File: src/rtl/chunk_adder_pkg.sv
// Shared definitions for chunk_adder: FSM state encoding and default operand geometry.
package chunk_adder_pkg;

    localparam int unsigned DEF_WIDTH = 32;
    localparam int unsigned DEF_CHUNK = 8;

    typedef enum logic [1:0] {
        IDLE = 2'd0,
        RUN  = 2'd1,
        DONE = 2'd2
    } state_t;

endpackage

File: src/rtl/chunk_adder_slice.sv
// chunk_slice: combinational CHUNK-bit adder with carry out and the carry into its top bit.
module chunk_slice
    import chunk_adder_pkg::*;
#(
    parameter int unsigned CHUNK = DEF_CHUNK
) (
    input  logic [CHUNK-1:0] a,
    input  logic [CHUNK-1:0] b,
    input  logic             cin,
    output logic [CHUNK-1:0] sum,
    output logic             cout,
    output logic             msb_cin
);

    logic [CHUNK:0] total;

    always_comb begin
        total = {1'b0, a} + {1'b0, b} + {{CHUNK{1'b0}}, cin};
    end

    assign sum  = total[CHUNK-1:0];
    assign cout = total[CHUNK];
    // Sum bit = a ^ b ^ carry-in, so the carry into the top bit falls out directly.
    assign msb_cin = a[CHUNK-1] ^ b[CHUNK-1] ^ sum[CHUNK-1];

endmodule

File: src/rtl/chunk_adder.sv
// Multi-cycle adder/subtractor processing CHUNK bits per clock through one reused slice.
// Define CHUNK_ADDER_OVF_EN to register signed overflow; otherwise ovf is tied low.
module chunk_adder
    import chunk_adder_pkg::*;
#(
    parameter int unsigned WIDTH = DEF_WIDTH,
    parameter int unsigned CHUNK = DEF_CHUNK
) (
    input  logic             clk,
    input  logic             rst,
    input  logic             start,
    input  logic [WIDTH-1:0] a,
    input  logic [WIDTH-1:0] b,
    input  logic             c_in,
    input  logic             sub,
    output logic             busy,
    output logic             done,
    output logic [WIDTH-1:0] res,
    output logic             c_out,
    output logic             ovf
);

    localparam int unsigned NCHUNK = WIDTH / CHUNK;
    localparam int unsigned IDX_W  = (NCHUNK > 1) ? $clog2(NCHUNK) : 1;
    localparam logic [IDX_W-1:0] LAST_IDX = IDX_W'(NCHUNK - 1);

    if ((CHUNK == 0) || ((WIDTH % CHUNK) != 0)) begin : g_geometry_check
        $error("chunk_adder: WIDTH must be a non-zero multiple of CHUNK");
    end

    state_t           state;
    logic [WIDTH-1:0] a_q;
    logic [WIDTH-1:0] b_q;
    logic [WIDTH-1:0] res_q;
    logic             carry;
    logic             c_out_q;
    logic [IDX_W-1:0] idx;
    logic [CHUNK-1:0] sum;
    logic             cout;
    logic             msb_cin;
    logic             last;

    chunk_slice #(.CHUNK(CHUNK)) u_slice (
        .a       (a_q[idx*CHUNK +: CHUNK]),
        .b       (b_q[idx*CHUNK +: CHUNK]),
        .cin     (carry),
        .sum     (sum),
        .cout    (cout),
        .msb_cin (msb_cin)
    );

    assign last = (idx == LAST_IDX);

    always_ff @(posedge clk or posedge rst) begin
        if (rst) begin
            state   <= IDLE;
            a_q     <= '0;
            b_q     <= '0;
            res_q   <= '0;
            carry   <= 1'b0;
            c_out_q <= 1'b0;
            idx     <= '0;
        end else begin
            case (state)
                IDLE: begin
                    if (start) begin
                        // Subtraction is a + ~b + 1: invert b once here and seed the carry.
                        a_q   <= a;
                        b_q   <= sub ? ~b : b;
                        carry <= sub ? 1'b1 : c_in;
                        idx   <= '0;
                        state <= RUN;
                    end
                end
                RUN: begin
                    res_q[idx*CHUNK +: CHUNK] <= sum;
                    carry <= cout;
                    if (last) begin
                        c_out_q <= cout;
                        state   <= DONE;
                    end else begin
                        idx <= idx + 1'b1;
                    end
                end
                DONE:    state <= IDLE;
                default: state <= IDLE;
            endcase
        end
    end

    assign busy  = (state == RUN);
    assign done  = (state == DONE);
    assign res   = res_q;
    assign c_out = c_out_q;

`ifdef CHUNK_ADDER_OVF_EN
    logic ovf_q;

    always_ff @(posedge clk or posedge rst) begin
        if (rst) begin
            ovf_q <= 1'b0;
        end else if ((state == RUN) && last) begin
            ovf_q <= msb_cin ^ cout;
        end
    end

    assign ovf = ovf_q;
`else
    logic unused_msb_cin;
    assign unused_msb_cin = msb_cin;
    assign ovf = 1'b0;
`endif

endmodule
File: config.mk
export PLATFORM = sky130hd
export DESIGN_NAME = chunk_adder
export DESIGN_NICKNAME = d
export VERILOG_FILES = /design/src/rtl/chunk_adder_pkg.sv /design/src/rtl/chunk_adder_slice.sv /design/src/rtl/chunk_adder.sv
export SDC_FILE = /design/constraint.sdc
export NUM_CORES = 1
export LEC_CHECK = 0
export ABC_AREA = 1
export BUFFER_PORTS_ARGS = -buffer_cell sky130_fd_sc_hd__buf_2
export CAP_MARGIN = 10
export CELL_PAD_IN_SITES_DETAIL_PLACEMENT = 1
export CELL_PAD_IN_SITES_GLOBAL_PLACEMENT = 2
export CORE_MARGIN = 2
export CORE_UTILIZATION = 29
export CTS_CLUSTER_DIAMETER = 50
export DETAILED_ROUTE_END_ITERATION = 8
export GPL_TIMING_DRIVEN = 0
export PLACE_DENSITY_LB_ADDON = 0.12
export RECOVER_POWER = 100
export SLEW_MARGIN = 20
export SYNTH_ARGS = -nofsm -noshare
export SYNTH_HDL_FRONTEND = slang
export SYNTH_SLANG_ARGS = --single-unit
export TNS_END_PERCENT = 5
File: constraint.sdc
create_clock -name clk -period 2.7 [get_ports clk]
set_input_delay 0.135 -clock clk [delete_from_list [all_inputs] [get_ports clk]]
set_output_delay 0.135 -clock clk [all_outputs]
set_load 0.01 [all_outputs]
[Word level (Yosys, flattened, before mapping)]
Cells that the tools add are included.
Operators by class
  bitwise operators: 1
  equality and inequality tests: 6
  reduce and logical (&&, ||, !) cells: 7
  muxes and demuxes: 11
  shift-type cells: 4
  $add $sub $neg: 4
Operators by type and width (number)
  variable part select 32 x 6 -> 8 bit: 2
  negator 5 -> 34 bit: 1
  variable shift 8 x 34 -> 32 bit, first input constant: 1
  variable part select 8 x 34 -> 32 bit: 1
  bitwise mux 32 bit: 1
  2-to-1 mux 32 bit: 1
  NOT 32 bit: 1
  adder 8 x 8 -> 9 bit: 1
  adder 9 x 1 -> 9 bit: 1
  2-to-1 mux 2 bit: 4
  one-hot mux 2 bit (2 select lines): 2
  AND reduction 2 bit: 4
  == test 2 bit, second input constant: 2
  inequality test 2 bit, second input constant: 2
  AND reduction 3 bit: 1
  adder 2 x 1 -> 2 bit, second input constant: 1
  == test 2 x 1 -> 1 bit, second input constant: 1
  logical NOT 2 bit: 1
  2-to-1 mux 1 bit: 2
  inequality test 2 x 1 -> 1 bit, second input constant: 1
  one-hot mux 1 bit (2 select lines): 1
  nonzero test 2 bit: 1
Word-level totals
  output and inout port bits: 36
  input bits: 69
  register bits after elaboration: 102
  word-level logic and storage cells: 40

[Depth between registers and ports, before layout]
  depth in word-level cells: 5
  depth in mapped cells: 17
  gate-level depth less buffers: 15

[By module]
Synthesis repeated with hierarchy kept, for this count alone.
Unflattened totals
  cell total of the unflattened synthesis: 665
  area, all modules: 5410.2 um2
Modules (own cells, without submodules)
  chunk_adder: area each 5039.8 um2, seq. area each 2552.4 um2, cells each 606, times used 1
  chunk_slice: area each 370.4 um2, seq. area each 0.0 um2, cells each 59, times used 1

[Least setup slack after synthesis]
No wires, ideal clock.
  path kind: register -> register
  start: register idx[0]
  end: register res_q[28] (netlist: res[28])
  clock period less this slack: 2552 ps
  data required time: 2617 ps
  setup time: 83 ps
  setup slack: 148 ps
  cell stages (with the launch flop): 16
  arrival: 2469 ps
  buffers on the path: 2
  cell sequence: dfrtp_1 inv_1 buf_2 buf_2 nor2_1 o22ai_1 fa_1 inv_1 fa_1 inv_1 nand2_1 nand2_1 nand2_1 xnor2_1 nand3_1 o21ai_0
Between the ends
  cells in the longest elaborated chain, start to end: 5
  elaborated cells on any way between the ends: 8
  those cells by class: add/sub (3); shift (4); mux (1)
RTL lines
  from (decl): line chunk_adder.sv:37  | logic [IDX_W-1:0] idx;
  from (signal assigned): line chunk_adder.sv:82  | idx <= idx + 1'b1;
  variable part select 32 x 6 -> 8 bit, on equally long branches: line chunk_adder.sv:44, chunk_adder.sv:45
  adder 8 x 8 -> 9 bit: line chunk_adder_slice.sv:18  | total = {1'b0, a} + {1'b0, b} + {{CHUNK{1'b0}}, cin};
  adder 9 x 1 -> 9 bit: line chunk_adder_slice.sv:18
  variable part select 8 x 34 -> 32 bit: line chunk_adder.sv:76  | res_q[idx*CHUNK +: CHUNK] <= sum;
  bitwise mux 32 bit (*): line chunk_adder.sv:76
  to (signal, indexed assignment): line chunk_adder.sv:76
  to (decl): line chunk_adder.sv:34  | logic [WIDTH-1:0] res_q;
Mark *: on every way between the ends. The rest lies on a longest branch, timed or not.
A chain may end at the register's enable or synchronous reset.

[Worst setup path after layout]
  start: register idx[0]
  end: register res_q[4] (netlist: res[4])
Same word-level chain as after synthesis.

==> results.json <==
{
  "regToRegEndpoint": "res[4]",
  "dp_hpwl_mm": 12.20,
  "grt_util_all_layers_pct": 18.52,
  "violations": "hold timing",
  "synth_edf_count": 0,
  "syn_to_final_growth_pct": 32.68,
  "grt_max_degree": 33,
  "worst_slew_pin_slew_ns": 1.420,
  "numCtsBuffers": 9,
  "grt_pass1_wl_mm": 25.97,
  "syn-num-nets": 693,
  "timing.rr.start": "idx[0]",
  "status": "complete, but fails checks",
  "clkSinkCount": 102,
  "leakage_nw": 3.333,
  "layout_setup_ws_ns": 0.08527,
  "cap_viol_max_count": 0,
  "min_to": "a_q[19]",
  "min_period_ns": 2.615,
  "rsz0062_at_grt": "true",
  "final_util_pct": 39.08,
  "ir_drop_mv": 0.5898,
  "setup_violations": 0,
  "synth.distinct_cells": 29,
  "avgSynthCellArea_um2": 8.337,
  "final.setup.tns_ns": 0,
  "io_pins": 105,
  "netlist_area_um2": 5077,
  "antenna_left": 0,
  "vias": 4589,
  "floorplan.initialDensity_pct": 29.46,
  "remaining_drc_errors": 0,
  "final_max_slew_viol_count": 0,
  "worst_setup_path_start_kind": "flop",
  "clk_latency_ns": 0.36,
  "synth_flop_cell": "dfrtp_1",
  "power.density_nw_per_um2": 1374,
  "cts_buffer_depth": 2,
  "hold_class": "input pin to flop",
  "crit_path_max_incr_delay_ns": 0.48,
  "vias_per_cell": 4.626,
  "syn-instance-count": 609,
  "finalClockSkew_ns": 0.009847,
  "cts_max_level": 3,
  "core_um2": 17240,
  "hold_viol": 1,
  "num-fill-cells": 2067,
  "cp.arrival_ns": 2.86,
  "drt_iter0_markers": 186,
  "drive_gt1_share_pct": 19.43,
  "p_total_w": 0.009258,
  "die_w_um": 136.3,
  "grt_pass1_vias": 4835,
  "critical_path_required_ns": 2.94,
  "yosys_warnings": 0,
  "dr.pass1.iters": 4,
  "gr-total-overflow": 0,
  "io_buffers": 102,
  "chipHeight_um": 136.3,
  "r2r_cells": 15,
  "nets": 846,
  "crit_type": "flop to flop",
  "cp-end-kind": "flop",
  "whs_ns": -0.005700,
  "worstPathMaxFanout": 7,
  "worstHoldStart": "a[19]",
  "row_count": 48,
  "die_area_um2": 18580,
  "reg2reg_slack_ns": 0.09,
  "antenna_found_initial": 0,
  "clkTransAtPathRegs_ns": 0.07,
  "async_reset_ff_share_pct": 100.0,
  "yosys_register_bits": 102,
  "dpl_worst_slack_ns": -0.8944,
  "tritoncts": "yes",
  "slowest_stage": "dfrtp_2",
  "finalCritPeriodShare_pct": 96.84,
  "worstPathCellList": "inv_4 -> buf_12 -> buf_12 -> o21ai_1 -> o22ai_2 -> fa_2 -> inv_2 -> fa_2 -> inv_2 -> nand2_1 -> nand2_2 -> nand2_4 -> xnor2_4 -> buf_6 -> a22o_1",
  "hold-path-cell-count": 3,
  "gp_congestion": 0.7644,
  "ctsRootBufferMaster": "clkbuf_16",
  "slew-limit-headroom_pct": 5.183,
  "routed_wl_mm": 16.27,
  "routedWlPerCell_um": 16.40,
  "n_antenna_cell": 0,
  "fmax_mhz": 382.4,
  "yosysSeqAreaShare_pct": 50.27
}
Yosys cell counts (3+ instances only):
library cell / n / area share, %
dfrtp_1: 102 / 50
nand2_1: 218 / 16
buf_4: 5 / 0.74
nand4_1: 5 / 0.62
nor2_1: 40 / 3.0
o21ai_0: 76 / 7.5
buf_2: 14 / 1.4
xnor2_1: 34 / 5.9
o22ai_1: 14 / 1.7
a21oi_1: 6 / 0.59
inv_2: 3 / 0.22
a22o_1: 5 / 0.86
clkbuf_1: 11 / 0.81
nand3_1: 16 / 1.6
ha_1: 13 / 3.2
inv_1: 32 / 2.4
how the worst max path moves through the flow:
stage,slack (ns),endpoint,start,depth (start not counted)
after floorplan,0.15,res[28],idx[0],15
after global routing,-0.06,carry,idx[0],15
after detailed placement,-0.89,res[28],idx[1],14
after CTS,-0.01,res[4],idx[0],15
after global placement,-0.82,res[12],idx[1],14
final,0.09,res[4],idx[0],15
through the flow:
stage               instances  cell area, µm²
global placement          936            5873
global route              992            6736
CTS                       984            6669
floorplan                 609            5081
finish                    992            6736
detailed placement        939            5933
cells in the final DEF (no fill, tap or decap), types with 2 or more instances in the layout:
master / n
nand3_2: 2
o21ai_0: 71
buf_6: 2
bufinv_16: 2
nand2_1: 215
inv_2: 4
buf_4: 15
nor2_4: 2
nor2_1: 36
buf_12: 4
ha_1: 12
nor2_2: 4
nand3_1: 13
nand3_4: 2
o22ai_2: 2
nand2_2: 3
dlygate4sd3_1: 27
clkbuf_1: 45
fa_2: 2
buf_2: 74
clkbuf_8: 3
o22ai_1: 12
xnor2_1: 33
o21ai_1: 6
dfrtp_1: 100
clkbuf_2: 3
a22o_1: 5
dfrtp_2: 2
clkbuf_16: 10
inv_1: 29
nand2_4: 2
nand4_1: 5
a21oi_1: 5
repair_timing:
action	4_1_cts	5_1_grt
gates cloned	0	1
pin swaps	4	8
hold endpoints to repair	40	1
resized for setup	42	26
setup buffers	3	6
hold buffers	26	1
endpoints found under the setup margin	29	16
flip-flops by register name (all words and copies together), names as in the netlist:
name   flops
idx        2
c_out      1
state      2
a_q       32
carry      1
b_q       32
res       32
cell type report:
type	instances	area, µm²	share of cell area [%]
clock buffers	13	270.3	4.012
clock inverters	3	65.06	0.9658
inverters	35	135.1	2.006
flip-flops and latches	102	2555	37.93
well taps	225	281.5	4.179
multi-input cells	442	2349	34.86
plain buffers	30	210.2	3.120
repair buffers	142	870.8	12.93
worst max-delay path, delay by kind of cell (launching register included):
| kind | cells | cell delay, ns |
|---|---|---|
| adders and majority gates | 2 | 0.65 |
| buffers and inverters | 6 | 0.58 |
| DFF | 1 | 0.48 |
| AOI/OAI and AO/OA | 3 | 0.41 |
| and+or+nand+nor | 3 | 0.23 |
| xor gates and xnor gates | 1 | 0.14 |
power by group:
part | internal, W | switching (W) | leakage, nW | total (W)
Clock | 0.000888 | 0.000578 | 0.166 | 0.00147
Sequential | 0.00219 | 0.000444 | 1.31 | 0.00263
Combinational | 0.00198 | 0.00319 | 1.86 | 0.00516
kinds of logic (layout without fill, tap and decap cells):
logic type               Yosys count  in the layout  share of synthesized area, %
AND/OR/NAND/NOR                  287            287                         22.92
AO/OA/AOI/OAI                    104            104                         11.19
flip-flops                       102            102                         50.27
buffers and inverters             65            223                         5.520
XOR/XNOR                          35             35                         6.038
adder cells (fa/ha/maj)           15             15                         3.992
other                              1              1                       0.07386
per-layer routing:
layer  vias up  global-route usage, %  routed length (µm)  share of wire, %
met5         -                      0                   0                 0
met4         0                  5.498                 198               1.2
met3        12                  2.610                 669               4.1
met2        83                  31.38                7897                49
met1      2233                  24.55                7505                46
li1       2261                      -                   -                 -
No activity file was read; power rests on OpenSTA's default activity.
